$ cat src/rtl/vermibus_arbiter.sv
// Two-master, one-slave Vermibus arbiter: round-robin grant held until slave
// completion, with an optional bounded timeout that force-completes hung transfers.
module vermibus_arbiter #(
    parameter int unsigned TIMEOUT_CYCLES = 255
) (
    input  logic        clk,
    input  logic        reset,
    input  logic        m0_valid,
    input  logic [31:0] m0_address,
    input  logic [3:0]  m0_wstrobe,
    input  logic [31:0] m0_wdata,
    output logic        m0_ready,
    output logic [31:0] m0_rdata,
    input  logic        m1_valid,
    input  logic [31:0] m1_address,
    input  logic [3:0]  m1_wstrobe,
    input  logic [31:0] m1_wdata,
    output logic        m1_ready,
    output logic [31:0] m1_rdata,
    output logic        s_valid,
    output logic [31:0] s_address,
    output logic [3:0]  s_wstrobe,
    output logic [31:0] s_wdata,
    input  logic        s_ready,
    input  logic [31:0] s_rdata,
    output logic        timeout
);
    typedef enum logic [1:0] {IDLE, GRANT0, GRANT1, ABORT} state_t;

    localparam logic [15:0] TO_LIM = 16'(TIMEOUT_CYCLES);
    localparam bit          TO_EN  = (TIMEOUT_CYCLES != 0);

    state_t      state_q, state_d;
    logic        last_grant_q, last_grant_d;
    logic        abort_m_q, abort_m_d;
    logic [15:0] cnt_q, cnt_d;

    logic        in_grant, sel_m, sel_valid, done;
    logic [15:0] cnt_inc;

    assign in_grant  = (state_q == GRANT0) || (state_q == GRANT1);
    assign sel_m     = (state_q == GRANT1);
    assign sel_valid = sel_m ? m1_valid : m0_valid;
    assign done      = in_grant && sel_valid && s_ready;
    assign cnt_inc   = (cnt_q == 16'hFFFF) ? cnt_q : cnt_q + 16'd1;

    always_comb begin
        state_d      = state_q;
        last_grant_d = last_grant_q;
        abort_m_d    = abort_m_q;
        cnt_d        = cnt_q;
        case (state_q)
            IDLE: begin
                cnt_d = '0;
                if (m0_valid && m1_valid)
                    state_d = last_grant_q ? GRANT0 : GRANT1;
                else if (m0_valid)
                    state_d = GRANT0;
                else if (m1_valid)
                    state_d = GRANT1;
            end
            GRANT0, GRANT1: begin
                // A master dropping valid mid-grant is a protocol violation:
                // abandon quietly without touching fairness state.
                if (!sel_valid) begin
                    state_d = IDLE;
                end else if (done) begin
                    state_d      = IDLE;
                    last_grant_d = sel_m;
                end else begin
                    cnt_d = cnt_inc;
                    if (TO_EN && cnt_inc == TO_LIM) begin
                        state_d   = ABORT;
                        abort_m_d = sel_m;
                    end
                end
            end
            ABORT: begin
                state_d      = IDLE;
                last_grant_d = abort_m_q;
            end
            default: state_d = IDLE;
        endcase
    end

    always_ff @(posedge clk or negedge reset) begin
        if (!reset) begin
            state_q      <= IDLE;
            last_grant_q <= 1'b1;
            abort_m_q    <= 1'b0;
            cnt_q        <= '0;
        end else begin
            state_q      <= state_d;
            last_grant_q <= last_grant_d;
            abort_m_q    <= abort_m_d;
            cnt_q        <= cnt_d;
        end
    end

    always_comb begin
        s_valid   = 1'b0;
        s_address = '0;
        s_wstrobe = '0;
        s_wdata   = '0;
        m0_ready  = 1'b0;
        m1_ready  = 1'b0;
        m0_rdata  = '0;
        m1_rdata  = '0;
        timeout   = 1'b0;
        if (in_grant) begin
            s_valid   = sel_valid;
            s_address = sel_m ? m1_address : m0_address;
            s_wstrobe = sel_m ? m1_wstrobe : m0_wstrobe;
            s_wdata   = sel_m ? m1_wdata   : m0_wdata;
            if (sel_m) begin
                m1_ready = done;
                m1_rdata = s_rdata;
            end else begin
                m0_ready = done;
                m0_rdata = s_rdata;
            end
        end else if (state_q == ABORT) begin
            timeout  = 1'b1;
            m0_ready = !abort_m_q;
            m1_ready = abort_m_q;
        end
    end
endmodule
$ cat config.mk
export PLATFORM = sky130hd
export DESIGN_NAME = vermibus_arbiter
export DESIGN_NICKNAME = d
export VERILOG_FILES = /design/src/rtl/vermibus_arbiter.sv
export SDC_FILE = /design/constraint.sdc
export NUM_CORES = 1
export LEC_CHECK = 0
export ABC_CLOCK_PERIOD_IN_PS = 3000
export CAP_MARGIN = 30
export CORE_AREA = 2 2 121 123
export CTS_CLUSTER_SIZE = 12
export DETAILED_ROUTE_END_ITERATION = 16
export DIE_AREA = 0 0 123 125
export SETUP_SLACK_MARGIN = 0.1
export SLEW_MARGIN = 20
export SYNTH_ARGS = -nofsm -noshare
export SYNTH_HDL_FRONTEND = slang
export SYNTH_SLANG_ARGS = --single-unit
$ cat constraint.sdc
create_clock -name clk -period 3 [get_ports clk]
set_input_delay 0.45 -clock clk [delete_from_list [all_inputs] [get_ports clk]]
set_output_delay 0.45 -clock clk [all_outputs]
set_load 0.02 [all_outputs]
Word-level counts from Yosys, hierarchy flattened:

Cells that the tools add are included.

* flip-flop bits (word level): 20
* output and inout port bits: 136
* word-level logic and storage cells: 64

* $add $sub $neg: 1
* equality and inequality tests: 10
* mux-type cells: 35
* bitwise logic cells: 1
* reduce and logical (&&, ||, !) cells: 13

Operator list (count)
* $mux W32: 8
* $mux W16: 3
* $pmux W16 S2: 1
* $add A16 B1 Y16 const B: 1
* $eq A16 B16 Y1 const B: 1
* $eq A16 B8 Y1 const B: 1
* $mux W2: 7
* $mux W1: 12
* $mux W4: 2
* $ne A4 B4 Y1 const B: 2
* $ne A2 B2 Y1 const B: 3
* $pmux W2 S3: 1
* $reduce_and A3 Y1: 2
* $eq A2 B2 Y1 const B: 2
* $reduce_and A4 Y1: 1
* $reduce_bool A2 Y1: 2
* $logic_and A1 B1 Y1: 3
* $eq A2 B1 Y1 const B: 1
* $logic_not A2 Y1: 1
* $pmux W1 S2: 1
* $reduce_and A2 Y1: 1
* $reduce_or A2 Y1: 1
* $logic_not A1 Y1: 1
* $logic_or A1 B1 Y1: 1
* $not A1 Y1: 1

Logic depth before layout (Yosys ltp):

* word-level depth: 7
* mapped depth: 10
* mapped depth without buffers: 9

Worst setup path after synthesis:

OpenSTA, ideal clock, no wires.

* path type: register to register
* start: reg cnt_q[0]
* end: reg abort_m_q
* arrival: 2254 ps
* data required time: 2875 ps
* setup slack: 621 ps
* cell stages (with the launch flop): 9
* buffers on the path: 0
* clock period less this slack: 2379 ps
* cells stage by stage: dfrtp_1 ha_1 nand3_1 nor3_1 xor2_1 or4_4 nor3_4 nand3_2 mux2_4

* cells in the longest elaborated chain, start to end: 4
* elaborated cells on any way between the ends: 5

Ends and longest elaborated chain
* start, declared: RTL line 36 `logic [15:0] cnt_q, cnt_d;`
* start signal, assigned: RTL line 96 `cnt_q <= cnt_d;`
* $add A16 B1 Y16 or $eq A16 B16 Y1 (tied branches): RTL line 45 `assign cnt_inc = (cnt_q == 16'hFFFF) ? cnt_q : cnt_q + 16'd1;`
* $mux W16 (*): RTL line 45
* $eq A16 B8 Y1 (*): RTL line 72 `if (TO_EN && cnt_inc == TO_LIM) begin`
* $reduce_and A4 Y1 (no source line) (*)
* end signal, assigned: RTL line 95 `abort_m_q <= abort_m_d;`
* end, declared: RTL line 35 `logic abort_m_q, abort_m_d;`

Mark *: on every way between the ends. The rest lies on a longest branch, timed or not.
A chain may end at the register's enable or synchronous reset.

Worst setup path after layout:

* start: reg state_q[0]
* end: out s_wdata[23]

* cells in the longest elaborated chain, start to end: 3
* elaborated cells on any way between the ends: 5

Ends and longest elaborated chain
* start, declared: RTL line 33 `state_t state_q, state_d;`
* start signal, assigned: RTL line 93 `state_q <= state_d;`
* $eq A2 B2 Y1 (*): RTL line 42 `assign sel_m = (state_q == GRANT1);`
* via sel_m: RTL line 38 `logic in_grant, sel_m, sel_valid, done;`
* $mux W32 or $logic_or A1 B1 Y1 (tied branches): RTL line 114, 41
* $mux W32 (*): RTL line 110 `if (in_grant) begin`
* end, declared: RTL line 23 `output logic [31:0] s_wdata,`

Mark *: on every way through the listed nets, which the timed path passes. The rest lies on a longest branch.

==> metrics <==
H-tree levels 1; Rows 44; DPL Wire Length 15.2 mm; global placer's final weighted congestion 0.890; post-synthesis instance total slightly above 400; Max Fclk between 0.3 and 0.4 GHz; Clk Latency, worst-skew pair roughly 0.26 ns; final wirelength 17.7 mm; most frequent cells in the layout 297 x clkdlybuf4s50_1, 69 x nor2b_1, 66 x mux2i_1; WL/cell just under 20 µm; 1st-iter DRT viols 180; Slew @ Worst Pin 0.972 ns; Synth Warn # 0; Crit path buffers/inverters 3; clock root buffer clkbuf_16; Leakage ~2.7 nW; Area contributors post-synth mux2i_1 22%, dfrtp_1 15%, nor2b_1 14%; Maximum Capacitance Violations 0; commonest non-fill, non-tap cell in the layout clkdlybuf4s50_1; Worst Hold Class flop to flop; run status complete, no violations; period utilisation layout 93.9%; RSZ-0062 raised after global routing false; delay-heaviest family, CP buffers and inverters; Vias a little over 4000; CTS Buffer Depth 2; # IOs approximately 310; slew margin rel. approximately 35%; Worst EP arrival ~2.4 ns; Hold Vio Cnt, Final 0; startpoint types flop; Setup TNS 0 ns; die width 123 µm; largest net degree at the start of global routing 39; total core area around 14000 µm²; gr ovfl total 0; clock period minus final worst setup slack approximately 2.8 ns; Die Ht 125 µm; flops & latches, synth 20; vias in the first global route 4078; first-pass GRT wire length between 20 and 25 mm; clock slew at reported path FFs 0.06 ns; layout cells sized above 1 7.37%; clk sinks 20; Synth area leader mux2i_1; Mapped Nets 587; asr flop ratio synth 100%; area grow syn2layout 111%; drt pass-1 iters 4; endpoint kind of the worst setup timing path output pin; initial core utilization 22.3%; CTS buffer count 3; top_reg_cell synth dfrtp_1; ANT nets after route 0; Port-buffer cells 308; Syn Std Cell Area 3160 µm²; Crit Path Max Fanout 20; WS Path Type flop to output pin; Synth Area per Inst approximately 7.7 µm²; Crit path required time 2.55 ns; post-route DRC violation count 0; CP max-delay cell clkdlybuf4s50_1; Crit path largest cell delay around 0.57 ns; Min Hold Slack 0.485 ns; NumNets Final 885; Setup Skew ~0.00091 ns; setup violators final 0; Post-synth EDFFs 0; top cell type's share of synthesized area 21.8%; fin util 47.0%; Pwr per Cell Area 955 nW/µm²; CTS tree done; max-slew violations 0; Fillers between 1000 and 1500; GRT Total Usage between 20% and 30%; routed vias/inst 4.65; initial antenna violation count 2; Total Die Area 15400 µm²; register area share after synthesis between 10% and 20%; cell breakdown of the critical path inv_1, ha_4, buf_12, mux2i_1, nor2b_1, clkdlybuf4s50_1; Peak VDD IR 0.509 mV; synth unique cells 52
final timing paths:
kind | startpoint | slack (ns) | endpoint | depth (start not counted)
worst min-delay path | last_grant_q$_DFFE_PN1P_ | 0.49 | last_grant_q$_DFFE_PN1P_ | 2
max in group asynchronous | reset | 1.92 | last_grant_q$_DFFE_PN1P_ | 2
worst max-delay path | state_q[0]$_DFFE_PN0P_ | 0.18 | s_wdata[23] | 6
min in group asynchronous | reset | 0.54 | cnt_q[5]$_DFFE_PN0P_ | 1
worst min register to register | last_grant_q$_DFFE_PN1P_ | 0.49 | last_grant_q$_DFFE_PN1P_ | 2
worst max register to register | cnt_q[0]$_DFFE_PN0P_ | 0.35 | abort_m_q$_DFFE_PN0P_ | 8
tightest hold or removal path: stages, from the launching register on:
cell and delay (ns):
dfstp_2 0.37, nand3_1 0.06, nand2_1 0.05
state kept, by name, summed over array words and instances, names as in the netlist:
signal	flops
abort_m_q	1
cnt_q	16
last_grant_q	1
state_q	2
synthesized netlist by cell type (2+ instances only):
master	number
o22ai_1	2
xor2_1	3
and2_1	36
buf_4	2
a21oi_2	2
clkbuf_1	22
a21oi_1	11
buf_6	4
nor3_1	2
nor2_1	10
dfrtp_1	19
o21a_1	2
o31ai_1	2
nand4_1	10
nand3_1	8
nand2_1	16
and4_1	3
nand2b_1	3
a21o_1	3
nand3b_1	2
nor2b_1	70
inv_1	8
ha_1	5
a32oi_1	2
mux2i_1	69
o21ai_0	26
buf_2	4
clkbuf_2	2
a31oi_1	5
and3_1	34
through the flow:
stage                     setup WS (ns)  area, µm²  power, mW  instances
after global routing             0.0901       6680       6.75        890
after CTS                         0.124       6650       6.41        890
after floorplan                   0.621       3160       3.29        409
after global placement            0.380       6500       5.99        881
final                             0.183       6680       6.38        892
after detailed placement          0.279       6520       6.02        882
report_power, final:
group | switching [mW] | total, mW | internal, mW
registers | 0.0315 | 0.337 | 0.306
clock network | 0.109 | 0.313 | 0.204
logic | 2.92 | 5.73 | 2.81
total | 3.06 | 6.38 | 3.32
final cells by class:
cell class	instances	area [µm²]	area share, %
flip-flops and latches	20	503	7.53
diodes	2	5.00	0.0749
repair buffers	328	3340	50.0
clock buffers	4	88.8	1.33
well taps	184	230	3.45
multi-input cells	346	2480	37.2
inverters	8	30.0	0.449
timing repair:
action                                  4_1_cts  5_1_grt
resized for setup                             2        9
hold buffers                                  0        0
buffers inserted                              4        0
endpoints found under the setup margin       34       40
pin swaps                                     1        0
metal layers:
| metal | global-route usage [%] | up-vias | wire length (µm) | share of wire (%) |
|---|---|---|---|---|
| li1 | - | 2039 | - | - |
| met1 | 22.1 | 1895 | 5910 | 33 |
| met2 | 44.0 | 193 | 9950 | 56 |
| met3 | 5.57 | 13 | 1650 | 9.3 |
| met4 | 2.87 | 4 | 140 | 0.79 |
| met5 | 0 | - | 24 | 0.14 |
cells by family (layout without fill, tap and decap cells):
group	Yosys count	count (layout)	share of synthesized area [%]
compound gates	59	59	11.2
xor+xnor	4	4	1.11
fa+ha+maj	5	5	1.98
buf+inv	43	340	6.84
flops	20	20	15.9
mux	70	70	22.3
other cells	0	2	0
simple gates	208	208	40.8
Power figures use the tool's default switching activity.
